File: src/rtl/reg_file_pkg.sv
// Shared constants for the configuration/status register file: register map,
// reset values and the default read-only mask.
package reg_file_pkg;

    // Register map of the exported configuration window
    localparam int REG_ALU_OPA   = 0;
    localparam int REG_ALU_OPB   = 1;
    localparam int REG_UART_CFG  = 2;
    localparam int REG_DIV_RATIO = 3;

    // UART: parity enable, even parity. Divider: prescale of 32.
    localparam logic [7:0]  DEF_RST_VAL2 = 8'b1000_0001;
    localparam logic [7:0]  DEF_RST_VAL3 = 8'b0010_0000;
    localparam logic [15:0] DEF_RO_MASK  = 16'h0000;

    // Reset value of register idx; everything outside the UART/divider slots clears to zero.
    function automatic logic [7:0] default_reset_value(input int idx);
        logic [7:0] val;
        val = 8'h00;
        if (idx == REG_UART_CFG)  val = DEF_RST_VAL2;
        if (idx == REG_DIV_RATIO) val = DEF_RST_VAL3;
        return val;
    endfunction

endpackage

File: src/rtl/reg_file_cfg.sv
// Parametrised config/status register file with a bus port (1-cycle registered reads),
// a hardware status-write port that bypasses write protection, and a flat export of the low registers.
module reg_file_cfg
    import reg_file_pkg::*;
#(
    parameter int WIDTH         = 8,
    parameter int DEPTH         = 16,
    parameter int ADDRESS_WIDTH = 4,
    parameter int NUM_EXPORT    = 4,
    parameter logic [2**ADDRESS_WIDTH-1:0] RO_MASK  = (2**ADDRESS_WIDTH)'(DEF_RO_MASK),
    parameter logic [WIDTH-1:0]            RST_VAL2 = WIDTH'(DEF_RST_VAL2),
    parameter logic [WIDTH-1:0]            RST_VAL3 = WIDTH'(DEF_RST_VAL3)
) (
    input  logic                          CLK,
    input  logic                          RST,
    input  logic                          WrEn,
    input  logic                          RdEn,
    input  logic [ADDRESS_WIDTH-1:0]      Address,
    input  logic [WIDTH-1:0]              WrData,
    input  logic                          HwWrEn,
    input  logic [ADDRESS_WIDTH-1:0]      HwAddress,
    input  logic [WIDTH-1:0]              HwWrData,
    output logic [WIDTH-1:0]              RdData,
    output logic                          RdData_Valid,
    output logic                          AddrErr,
    output logic                          WrProtErr,
    output logic [NUM_EXPORT*WIDTH-1:0]   REG_EXPORT
);

    logic [DEPTH-1:0][WIDTH-1:0] regs;
    logic [DEPTH-1:0]            bus_sel;
    logic [DEPTH-1:0]            hw_sel;
    logic [DEPTH-1:0]            ro_vec;
    logic [WIDTH-1:0]            rd_mux;
    logic                        addr_ok;
    logic                        rd_fire;
    logic                        wr_prot;

    assign addr_ok = (int'(Address) < DEPTH);
    // A simultaneous write wins over the read, which is dropped.
    assign rd_fire = RdEn & ~WrEn;

    for (genvar i = 0; i < DEPTH; i++) begin : gen_reg
        localparam logic [WIDTH-1:0] RV = (i == REG_UART_CFG)  ? RST_VAL2 :
                                          (i == REG_DIV_RATIO) ? RST_VAL3 : '0;
        logic [WIDTH-1:0] q;

        assign bus_sel[i] = WrEn   && (Address   == ADDRESS_WIDTH'(i));
        assign hw_sel[i]  = HwWrEn && (HwAddress == ADDRESS_WIDTH'(i));
        assign ro_vec[i]  = RO_MASK[i];

        // An accepted bus write beats the hardware port; a rejected one lets hardware data through.
        always_ff @(posedge CLK or negedge RST) begin
            if (!RST) begin
                q <= RV;
            end else if (bus_sel[i] && !ro_vec[i]) begin
                q <= WrData;
            end else if (hw_sel[i]) begin
                q <= HwWrData;
            end
        end

        assign regs[i] = q;
    end

    // Out-of-range addresses match no register and read back as zero.
    always_comb begin
        rd_mux = '0;
        for (int i = 0; i < DEPTH; i++) begin
            if (Address == ADDRESS_WIDTH'(i)) begin
                rd_mux = regs[i];
            end
        end
    end

    assign wr_prot = |(bus_sel & ro_vec);

    always_ff @(posedge CLK or negedge RST) begin
        if (!RST) begin
            RdData       <= '0;
            RdData_Valid <= 1'b0;
            AddrErr      <= 1'b0;
            WrProtErr    <= 1'b0;
        end else begin
            RdData_Valid <= rd_fire;
            if (rd_fire) begin
                RdData <= rd_mux;
            end
            AddrErr   <= (WrEn | RdEn) & ~addr_ok;
            WrProtErr <= wr_prot;
        end
    end

    for (genvar i = 0; i < NUM_EXPORT; i++) begin : gen_export
        assign REG_EXPORT[i*WIDTH +: WIDTH] = regs[i];
    end

endmodule

File: config.mk
export PLATFORM = sky130hd
export DESIGN_NAME = reg_file_cfg
export DESIGN_NICKNAME = d
export VERILOG_FILES = /design/src/rtl/reg_file_pkg.sv /design/src/rtl/reg_file_cfg.sv
export SDC_FILE = /design/constraint.sdc
export NUM_CORES = 1
export LEC_CHECK = 0
export CAP_MARGIN = 20
export CORE_MARGIN = 5
export CORE_UTILIZATION = 55
export DETAILED_ROUTE_END_ITERATION = 16
export GPL_TIMING_DRIVEN = 0
export PLACE_DENSITY = 0.77
export SYNTH_ARGS = -nofsm -noshare
export SYNTH_HDL_FRONTEND = slang
export SYNTH_SLANG_ARGS = --single-unit
File: constraint.sdc
create_clock -name CLK -period 1.6 [get_ports CLK]
set_input_delay 0.16 -clock CLK [delete_from_list [all_inputs] [get_ports CLK]]
set_output_delay 0.16 -clock CLK [all_outputs]
set_load 0.02 [all_outputs]
==> results.ini <==
[run_status]
outcome = complete, but fails checks
failed_checks = setup timing

[worst_setup_path]
startpoint_type = input port
cpLargestDelayFamily = simple AND/OR/NAND/NOR gates
crit_path_end_kind = register
crit_required_ps = 1860
slowest_stage = nor2b_1
worstPathArrival_ps = 1880
crit_chain = clkdlybuf4s15_1 > nor2b_1 > nor3b_1 > o21ai_0 > o311ai_0 > a31oi_1
max_stage_delay_ps = 490
critPathKind = in -> reg
cp_max_fo = 8
crit_buf_inv = 1

[floorplanning]
core_area_um2 = 13990
fp.dieH_um = 129.8
die_x_um = 129.8
ioPinCount = 72
initial_core_util_pct = 56.42
num_rows = 43
die_area_um2 = 16850

[sta]
fmax_mhz = 614.3
fin_tns_setup_ps = -54.27
min_period_ps = 1628
setup_slack_ps = -27.94
setup_violations = 2
tightest_slew_ps = 1023
period_share_pct = 101.7
rsz0062_at_grt = yes
maxSlewViolCount = 0
finalClockSkew_ps = 12.40
hold_viol = 0
slew_headroom_pct = 31.81

[yosys]
synth_area_leaders = dfrtp_1 42%, mux2i_1 18%, a21oi_1 7.5%
synthArstFlopShare_pct = 100.0
ys_seq_area_share_pct = 43.48
synth-edff-count = 0
synth_top_area_cell = dfrtp_1
synth-seq-cells = 137
synth_ff_type = dfrtp_1
yosysWarnings = 0
synth_top_cell_area_share_pct = 42.49
synth_area_um2 = 7893
avgSynthCellArea_um2 = 9.253
ys_types = 51
syn_inst = 853

[route]
drt_iter0_drc = 910
first_pass_iters = 6
final_antenna_net_count = 0
routed_wl_mm = 29.19
post_drt_wl_per_cell_um = 25.79
via_count = 7391
vias_per_cell = 6.529
drc = 0

[cts]
h-tree-depth = 4
numCtsBuffers = 17
cts_buffer_depth = 2
cts_sinks = 137
clock-root-buffer = clkbuf_16
path_clk_slew_ps = 60
cts_tree = yes
clock_latency_ps = 440

[worst_hold_path]
hp-class = in -> reg

[power]
p_sw_uw = 3952
p_leak_uw = 0.004361
swShare_pct = 31.86
p_int_uw = 8451
clockPowerShare_pct = 35.2
combinationalPowerShare_pct = 24.3
seqPwrFrac_pct = 40.5
p_per_area_nw_per_um2 = 1283
irDropWorstVdd_uv = 1161

[finish]
fin_cells = 1132
ff_latch_area_um2 = 3432
fillers = 1130
nets = 968
syn_to_final_growth_pct = 22.53
multi_input_area_um2 = 4222
drive_gt1_share_pct = 14.08
antenna_cells = 0

[global_routing]
grt_pass1_vias = 6999
grt_usage_pct = 34.90
grt_first_pass_wirelength_mm = 42.75
grt_max_degree = 77
grt.overflow.total = 0
antenna_found_initial = 1

[flow_run]
max-cap-violations = 0

[placement]
portBuffers = 60
place_inst = 1095
gp_congestion = 1.015
dp_hpwl_mm = 19.79

==> worst reg2reg max path, cell delays in order (launching register included) <==
cell and delay, ps:
dfrtp_1 430, mux4_2 500, nand2_1 90, nand3_1 110, o22ai_2 250, a21oi_1 110
==> per-stage QoR <==
step	total power, uW	utilization [%]	cell area, um^2	hold WS (ps)	setup slack [ps]
after CTS	12280	68.10	9527	131.4	-8.831
after global placement	7935	62.35	8722	514.3	-5151
final	12400	69.13	9671	133.8	-27.94
after floorplan	6654	-	7896	-135.6	224.4
after global routing	12820	69.13	9671	156.7	-88.16
after detailed placement	8017	62.56	8751	240.8	-843.2
==> cell usage in the layout, fill, tap and decap left out, drive strengths merged, types with 13 or more instances in the layout <==
cell type | netlist | layout
dfrtp | 134 | 134
inv | 17 | 17
o21ai | 54 | 54
dlymetal6s2s | 0 | 13
nor2 | 121 | 121
dlygate4sd2 | 0 | 23
a21oi | 118 | 118
mux2i | 144 | 144
clkdlybuf4s50 | 0 | 21
clkbuf | 32 | 52
buf | 40 | 45
nand2 | 51 | 51
==> power by group through the flow <==
stage                     registers, uW  logic (uW)  clock network, uW
after floorplan                    5110        1550                  0
after global placement             5020        2920                  0
after detailed placement           5020        3000                  0
after CTS                          4980        2950               4350
after global routing               5080        3230               4500
final                              5020        3020               4370
==> cells in the mapped netlist (all sizes together), types with 6 or more instances <==
| cell type | count |
|---|---|
| a21boi | 8 |
| a21oi | 118 |
| a22o | 6 |
| a22oi | 11 |
| a31oi | 9 |
| and3 | 6 |
| buf | 40 |
| clkbuf | 32 |
| dfrtp | 134 |
| inv | 17 |
| mux2 | 8 |
| mux2i | 144 |
| nand2 | 51 |
| nand2b | 12 |
| nand3 | 6 |
| nor2 | 121 |
| nor2b | 12 |
| nor3 | 7 |
| o21ai | 54 |
==> final timing paths <==
check / end / from / slack [ps] / depth (start not counted)
max: RdData[1]$_DFFE_PN0P_ / Address[3] / -30 / 6
min: gen_reg[12].q[3]$_DFFE_PN0P_ / WrData[3] / 130 / 3
max reg2reg: RdData[5]$_DFFE_PN0P_ / gen_reg[0].q[5]$_DFFE_PN0P_ / -30 / 5
min reg2reg: gen_reg[8].q[2]$_DFFE_PN0P_ / gen_reg[8].q[2]$_DFFE_PN0P_ / 580 / 2
max in group asynchronous: RdData[1]$_DFFE_PN0P_ / RST / 480 / 3
min in group asynchronous: gen_reg[3].q[7]$_DFFE_PN0P_ / RST / 300 / 2
==> layer usage <==
layer	vias up	global-route usage (%)	share of wire, %
li1	3190	-	-
met1	3628	47.17	39
met2	483	51.17	44
met3	88	12.20	13
met4	2	14.98	4.7
met5	-	0	0.038
==> kinds of logic (layout without fill, tap and decap cells) <==
group / Yosys count / in the layout / synth area share [%]
multiplexers: 154 / 154 / 19.97
flip-flops: 137 / 137 / 43.48
other: 1 / 2 / 0.04751
AO/OA/AOI/OAI: 238 / 238 / 17.64
buffers and inverters: 89 / 187 / 5.279
AND/OR/NAND/NOR: 234 / 234 / 13.57
==> sequential cells by signal (all words and copies together) (netlist names) <==
register / count
gen.q: 128
RdData: 8
RdData_Valid: 1
==> final cells by class <==
cell class | count | area share, %
plain buffers | 71 | 4.037
clock buffers | 19 | 4.580
clock inverters | 13 | 2.083
inverters | 17 | 0.6599
multi-input cells | 628 | 43.65
flip-flops and latches | 137 | 35.49
well taps | 180 | 2.329
repair buffers | 67 | 7.168
==> what timing repair did <==
action / in CTS / in global routing
setup buffers: 1 / 4
pin swaps: 3 / 6
resized for setup: 69 / 38
hold buffers: 1 / 0
cloned: 0 / 0
endpoints found under the hold margin: 73 / 0
endpoints found under the setup margin: 131 / 114
No activity file was read; power rests on OpenSTA's default activity.
